<file path="src/rtl/crc_sequencer_if.sv">
// Register-side bus between the APB slave decoder and the CRC sequencer.
interface crc_sequencer_if #(
  parameter int WORD_SIZE = 32
);
  typedef logic [2:0] regsel_t;

  logic                 write_enable;
  regsel_t              register_select;
  logic [WORD_SIZE-1:0] write_data;
  logic [WORD_SIZE-1:0] read_data;

  modport master (
    output write_enable,
    output register_select,
    output write_data,
    input  read_data
  );

  modport slave (
    input  write_enable,
    input  register_select,
    input  write_data,
    output read_data
  );
endinterface

</file>
<file path="src/rtl/crc_sequencer.sv">
// Feeds words queued through CRC_INPUT into a byte-wide CRC datapath, MSB byte first.
// Optional: define CRC_OVERFLOW_IRQ_EN to drive irq from the overflow/done flags.
module crc_sequencer #(
  parameter int FIFO_DEPTH = 4,
  parameter int WORD_SIZE  = 32
) (
  input  logic                 clk,
  input  logic                 rst,
  crc_sequencer_if.slave       bus,
  output logic                 crc_init,
  output logic                 crc_byte_valid,
  output logic [7:0]           crc_byte,
  input  logic [WORD_SIZE-1:0] crc_result,
  output logic                 irq
);

  localparam int PTR_W = $clog2(FIFO_DEPTH);

  localparam logic [2:0] SEL_CONTROL = 3'd0;
  localparam logic [2:0] SEL_STATUS  = 3'd1;
  localparam logic [2:0] SEL_INPUT   = 3'd2;
  localparam logic [2:0] SEL_OUTPUT  = 3'd3;

  localparam logic [PTR_W-1:0] PTR_ONE    = PTR_W'(1);
  localparam logic [PTR_W:0]   CNT_ONE    = (PTR_W+1)'(1);
  localparam logic [PTR_W:0]   FULL_COUNT = (PTR_W+1)'(FIFO_DEPTH);

  typedef enum logic {
    IDLE,
    SHIFT
  } state_t;

  state_t               state;
  state_t               state_next;
  logic [1:0]           byte_cnt;
  logic [1:0]           byte_cnt_next;
  logic [WORD_SIZE-1:0] shift_reg;
  logic [WORD_SIZE-1:0] shift_next;

  logic [WORD_SIZE-1:0] fifo_mem [FIFO_DEPTH];
  logic [PTR_W-1:0]     wr_ptr;
  logic [PTR_W-1:0]     rd_ptr;
  logic [PTR_W:0]       count;

  logic overflow;
  logic done;
  logic fifo_empty;
  logic fifo_full;
  logic busy;
  logic clear;
  logic input_write;
  logic push;
  logic pop;
  logic finish_word;

  assign fifo_empty  = (count == '0);
  assign fifo_full   = (count == FULL_COUNT);
  assign busy        = (state == SHIFT) || !fifo_empty;
  assign clear       = bus.write_enable && (bus.register_select == SEL_CONTROL) && bus.write_data[0];
  assign input_write = bus.write_enable && (bus.register_select == SEL_INPUT);
  // Fullness is judged at the start of the cycle, so a same-cycle pop never frees a slot.
  assign push        = input_write && !fifo_full;

  always_comb begin
    state_next    = state;
    byte_cnt_next = byte_cnt;
    shift_next    = shift_reg;
    pop           = 1'b0;
    finish_word   = 1'b0;
    case (state)
      IDLE: begin
        if (!fifo_empty) begin
          pop           = 1'b1;
          shift_next    = fifo_mem[rd_ptr];
          byte_cnt_next = 2'd0;
          state_next    = SHIFT;
        end
      end
      SHIFT: begin
        shift_next    = shift_reg << 8;
        byte_cnt_next = byte_cnt + 2'd1;
        if (byte_cnt == 2'd3) begin
          if (!fifo_empty) begin
            pop           = 1'b1;
            shift_next    = fifo_mem[rd_ptr];
            byte_cnt_next = 2'd0;
          end else begin
            state_next  = IDLE;
            finish_word = 1'b1;
          end
        end
      end
      default: state_next = IDLE;
    endcase
  end

  always_ff @(posedge clk) begin
    if (rst || clear) begin
      state     <= IDLE;
      byte_cnt  <= 2'd0;
      shift_reg <= '0;
    end else begin
      state     <= state_next;
      byte_cnt  <= byte_cnt_next;
      shift_reg <= shift_next;
    end
  end

  always_ff @(posedge clk) begin
    if (push) begin
      fifo_mem[wr_ptr] <= bus.write_data;
    end
  end

  always_ff @(posedge clk) begin
    if (rst || clear) begin
      wr_ptr <= '0;
      rd_ptr <= '0;
      count  <= '0;
    end else begin
      if (push) begin
        wr_ptr <= wr_ptr + PTR_ONE;
      end
      if (pop) begin
        rd_ptr <= rd_ptr + PTR_ONE;
      end
      case ({push, pop})
        2'b10:   count <= count + CNT_ONE;
        2'b01:   count <= count - CNT_ONE;
        default: count <= count;
      endcase
    end
  end

  // Done is cleared only by a push that lands while idle, never by one queued mid-stream.
  always_ff @(posedge clk) begin
    if (rst || clear) begin
      overflow <= 1'b0;
      done     <= 1'b0;
    end else begin
      if (input_write && fifo_full) begin
        overflow <= 1'b1;
      end
      if (finish_word) begin
        done <= 1'b1;
      end else if (push && (state == IDLE)) begin
        done <= 1'b0;
      end
    end
  end

  always_ff @(posedge clk) begin
    if (rst) begin
      crc_init <= 1'b0;
    end else begin
      crc_init <= clear;
    end
  end

  assign crc_byte_valid = (state == SHIFT);
  assign crc_byte       = shift_reg[WORD_SIZE-1 -: 8];

`ifdef CRC_OVERFLOW_IRQ_EN
  always_ff @(posedge clk) begin
    if (rst || clear) begin
      irq <= 1'b0;
    end else begin
      irq <= overflow || done;
    end
  end
`else
  assign irq = 1'b0;
`endif

  always_comb begin
    bus.read_data = '0;
    case (bus.register_select)
      SEL_STATUS: bus.read_data[3:0] = {overflow, done, fifo_full, busy};
      SEL_OUTPUT: bus.read_data      = crc_result;
      default:    bus.read_data      = '0;
    endcase
  end

endmodule

</file>
<file path="src/flat_wrapper.sv">
// flat-port wrapper written by rule: the top's interface ports become plain ports
module crc_sequencer_flat 
#(
  parameter int FIFO_DEPTH = 4,
  parameter int WORD_SIZE  = 32
)
  (clk, rst, crc_init, crc_byte_valid, crc_byte, crc_result, irq, bus_write_enable, bus_register_select, bus_write_data, bus_read_data);
  crc_sequencer_if #(.WORD_SIZE(WORD_SIZE)) bus_i ();
  input  logic clk;
  input  logic rst;
  output logic crc_init;
  output logic crc_byte_valid;
  output logic [7:0] crc_byte;
  input  logic [WORD_SIZE-1:0] crc_result;
  output logic irq;
  input wire logic [$bits(bus_i.write_enable)-1:0] bus_write_enable;
  input wire logic [$bits(bus_i.register_select)-1:0] bus_register_select;
  input wire logic [$bits(bus_i.write_data)-1:0] bus_write_data;
  output wire logic [$bits(bus_i.read_data)-1:0] bus_read_data;
  assign bus_i.write_enable = bus_write_enable;
  assign bus_i.register_select = bus_register_select;
  assign bus_i.write_data = bus_write_data;
  assign bus_read_data = bus_i.read_data;
  crc_sequencer #(.FIFO_DEPTH(FIFO_DEPTH), .WORD_SIZE(WORD_SIZE)) u_core (.clk(clk), .rst(rst), .bus(bus_i), .crc_init(crc_init), .crc_byte_valid(crc_byte_valid), .crc_byte(crc_byte), .crc_result(crc_result), .irq(irq));
endmodule
</file>
<file path="config.mk">
export PLATFORM = sky130hd
export DESIGN_NAME = crc_sequencer_flat
export DESIGN_NICKNAME = d
export VERILOG_FILES = /design/src/rtl/crc_sequencer_if.sv /design/src/rtl/crc_sequencer.sv /design/src/flat_wrapper.sv
export SDC_FILE = /design/constraint.sdc
export NUM_CORES = 1
export LEC_CHECK = 0
export ABC_AREA = 1
export BUFFER_PORTS_ARGS = -buffer_cell sky130_fd_sc_hd__buf_2
export CORE_MARGIN = 2
export CORE_UTILIZATION = 40
export DETAILED_ROUTE_END_ITERATION = 7
export GPL_TIMING_DRIVEN = 0
export SETUP_SLACK_MARGIN = 0.2
export SLEW_MARGIN = 20
export SYNTH_ARGS = -nofsm -noshare
export SYNTH_HDL_FRONTEND = slang
export SYNTH_SLANG_ARGS = --single-unit
</file>
<file path="constraint.sdc">
create_clock -name clk -period 4.1 [get_ports clk]
set_input_delay 0 -clock clk [delete_from_list [all_inputs] [get_ports clk]]
set_output_delay 0 -clock clk [all_outputs]
set_load 0.03 [all_outputs]
</file>
==> impl_results.md <==
- Largest register FFs: 128
- Gr usage total: 17.3%
- Final Core Density: between 50% and 60%
- Layout cells sized above 1: roughly a quarter
- Max_slew headroom: between 50% and 60%
- Synthesized flop and latch total: about 180
- CP required: between 4000 and 5000 ps
- CTS root buffer: clkbuf_16
- CTS tree: built
- Flop2flop setup slack: 1780 ps
- Effective utilization at floorplan: 40.6%
- GR Overflow Total: 0
- Post-CTS Resized: 0
- Distinct cells, synth: 24
- Detailed Route Iter0 Violations: around 230
- Synth warnings: 0
- Clk buf depth: 2
- Final HPWL DP: 11,600 um
- Lkg Pwr: approximately 4.0 nW
- Die X-Extent: 141 um
- DRC errors left: 0
- Seq/Total Area, Yosys: a little over three fifths
- Vias per cell: around 4.6
- GP Congestion: between 0.7 and 0.8
- Async set-reset flop share out of synthesis: 0%
- Die ar.: 0.0200 mm2
- Worst path arrival time: ~2800 ps
- Worst Hold Path Cells: 5
- Prevailing post-synth register cell: edfxtp_1
- Worst path slowest cell: nor2_4
- R2r endpoint: u_core.count[2]$_SDFFE_PP0P_
- WL per Instance: approximately 14 um
- Fmax: 378 MHz
- Share of the synthesized area in the top cell type: 50.8%
- Placed Area: between 0.008 and 0.009 mm2
- Mapped Cells: 770
- Synthesized cell area: 0.00756 mm2
- Clock Latency Late Sink: ~430 ps
- Post-route minimum period: about 2600 ps
- IO buf count: roughly 110
- CTS Buf Count: 17
- Clk_skew: between 10 and 15 ps
- Worst Tran Pin Value: ~670 ps
- Worst hold start: bus_register_select[1]
- Worst Path Max Fanout: 17
- Critical path, cell by cell: dlygate4sd3_1 -> buf_2 -> nor2_2 -> dlygate4sd3_1 -> nand2_1 -> nor2_1 -> nand2_1 -> nor2_4 -> buf_16
- Post-Route WL: 16,800 um
- Final ANT Viol Nets: 0
- Synth area leaders: edfxtp_1 (51%), nand2_1 (14%), dfxtp_1 (12%), nor2_1 (3.9%), nand3_1 (3.6%)
- Min-Delay Endpoint: u_core.overflow$_SDFFE_PP0P_
- Setup bufs post-CTS: 0
- Vias in the first global route: 5,145
- Setup-failing EPs final: 0
- Design area: between 0.009 and 0.01 mm2
- Reg clk slew, reported paths: about 60 ps
- CP top delay family: buffers and inverters
- Max VDD drop: 0.000367 V
- First-pass GRT wire length: 26,300 um
- Cts hold-fix bufs: 37
- Clock sink count: between 150 and 200
- WS Path Type: input pin to register
- CP peak stage delay: 640 ps
- Core box area: 0.0186 mm2
- Area growth, synth to finish: 25.2%
- Status: finished clean
- Nets: 1,018
- N_diodes: 0
- Final Max Tran Viols: 0
- CP endpoint kind: register
- Syn_nets: between 800 and 900
- FF-to-FF Start: u_core.count[0]$_SDFFE_PP0P_
- Worst hold-check path type: input pin to register
- Number of synthesized flops with an enable pin: between 100 and 150
- Final Cycle Share: 64.5%
- P per Cell Area: between 500 and 600 mW/mm2
- Via count: about 5,500
- Final hold viol count: 0
- Setup TNS: 0 ps
- Worst Path Buf+Inv: 4
- Initial antenna violation count: 0
- Top cell type by total area after synthesis: edfxtp_1
- # rows: 50
- Post-Syn Area per Cell: 9.82 um2
- H-tree depth: 4
- Max_cap viols: 0
- Io pins: ~110
- Largest net degree at the start of global routing: 21
- RSZ-0062 raised after global routing: no
- Fill count: 1,736
- CP startpoint kind: input pin
- Worst r2r path cells: 10
- Die Ht: ~140 um
- First-pass detailed-route iteration total: 4
==> through the flow <==
step                hold WS [ps]  std cells  total power [mW]  worst slack, ps
floorplan                   72.4        770              3.53             1620
global placement             214       1115              3.98              216
detailed placement           214       1119              4.00             1780
CTS                         17.9       1188              5.55             1440
global route                85.3       1188              5.84             1220
finish                      33.3       1188              5.49             1450
==> cell usage after synthesis (11+ instances only) <==
master and count:
inv_1 52, nand3_1 54, nor2_1 78, edfxtp_1 128, a21oi_2 23, nand2_1 276, dfxtp_1 47, buf_6 11
buf_2 12, buf_4 18, a21oi_1 17, o21ai_0 20
==> cells in the final DEF (no fill, tap or decap), drive strengths merged <==
cell / count
a21oi: 40
buf: 156
bufinv: 2
clkbuf: 26
clkinv: 5
clkinvlp: 4
conb: 1
dfxtp: 47
dlygate4sd3: 37
edfxtp: 128
fa: 1
ha: 6
inv: 57
nand2: 281
nand3: 54
nand4: 1
nor2: 83
o21ai: 20
o22ai: 4
xor2: 1
==> cell families (layout without fill, tap and decap cells) <==
| logic type | count (synthesis) | in the layout | share of synthesized area, % |
|---|---|---|---|
| AND/OR/NAND/NOR | 419 | 419 | 22.5 |
| flip-flops | 175 | 175 | 63.3 |
| buffers and inverters | 103 | 287 | 7.30 |
| AO/OA/AOI/OAI | 64 | 64 | 5.45 |
| adder cells (fa/ha/maj) | 7 | 7 | 1.26 |
| other | 1 | 1 | 0.0496 |
| XOR/XNOR | 1 | 1 | 0.116 |
==> per-layer routing <==
layer / up-vias / track usage, % / part of all wire (%)
li1: 2830 / - / -
met1: 2509 / 20.9 / 45
met2: 148 / 30.7 / 48
met3: 14 / 3.71 / 5.0
met4: 0 / 6.16 / 1.5
met5: - / 0 / 0
==> report_power, final <==
| part | switching [mW] | internal (mW) | total, mW |
|---|---|---|---|
| combinational | 1.10 | 0.665 | 1.77 |
| sequential | 0.109 | 2.09 | 2.20 |
| clock | 0.636 | 0.888 | 1.52 |
==> area by class of cell <==
| type | count | area (um2) | area share [%] |
|---|---|---|---|
| plain buffers | 47 | 342 | 3.61 |
| well taps | 234 | 293 | 3.09 |
| clock inverters | 12 | 119 | 1.26 |
| clock buffers | 20 | 437 | 4.61 |
| multi-input cells | 492 | 2250 | 23.8 |
| inverters | 56 | 210 | 2.22 |
| repair buffers | 152 | 1030 | 10.9 |
| flip-flops and latches | 175 | 4780 | 50.5 |
==> worst max path at each step <==
| stage | startpoint | to | slack, ps | cells after the start |
|---|---|---|---|---|
| 6_report | bus_register_select[2] | u_core.fifo_mem[1][14]$_DFFE_PP_ | 1450 | 9 |
| 3_5_place_dp | u_core.count[0]$_SDFFE_PP0P_ | u_core.count[2]$_SDFFE_PP0P_ | 1780 | 10 |
| 5_1_grt | bus_register_select[2] | u_core.count[1]$_SDFFE_PP0P_ | 1220 | 13 |
| 4_1_cts | bus_register_select[2] | u_core.fifo_mem[1][14]$_DFFE_PP_ | 1440 | 9 |
| 2_1_floorplan | u_core.count[0]$_SDFFE_PP0P_ | u_core.fifo_mem[0][0]$_DFFE_PP_ | 1620 | 4 |
| 3_3_place_gp | u_core.count[0]$_SDFFE_PP0P_ | u_core.fifo_mem[2][12]$_DFFE_PP_ | 220 | 4 |
==> tightest hold or removal path: cells and delay by family <==
kind | cells | cell delay, ps
simple gates | 2 | 170
compound gates | 1 | 50
buf+inv | 2 | 200
Power figures use the tool's default switching activity.
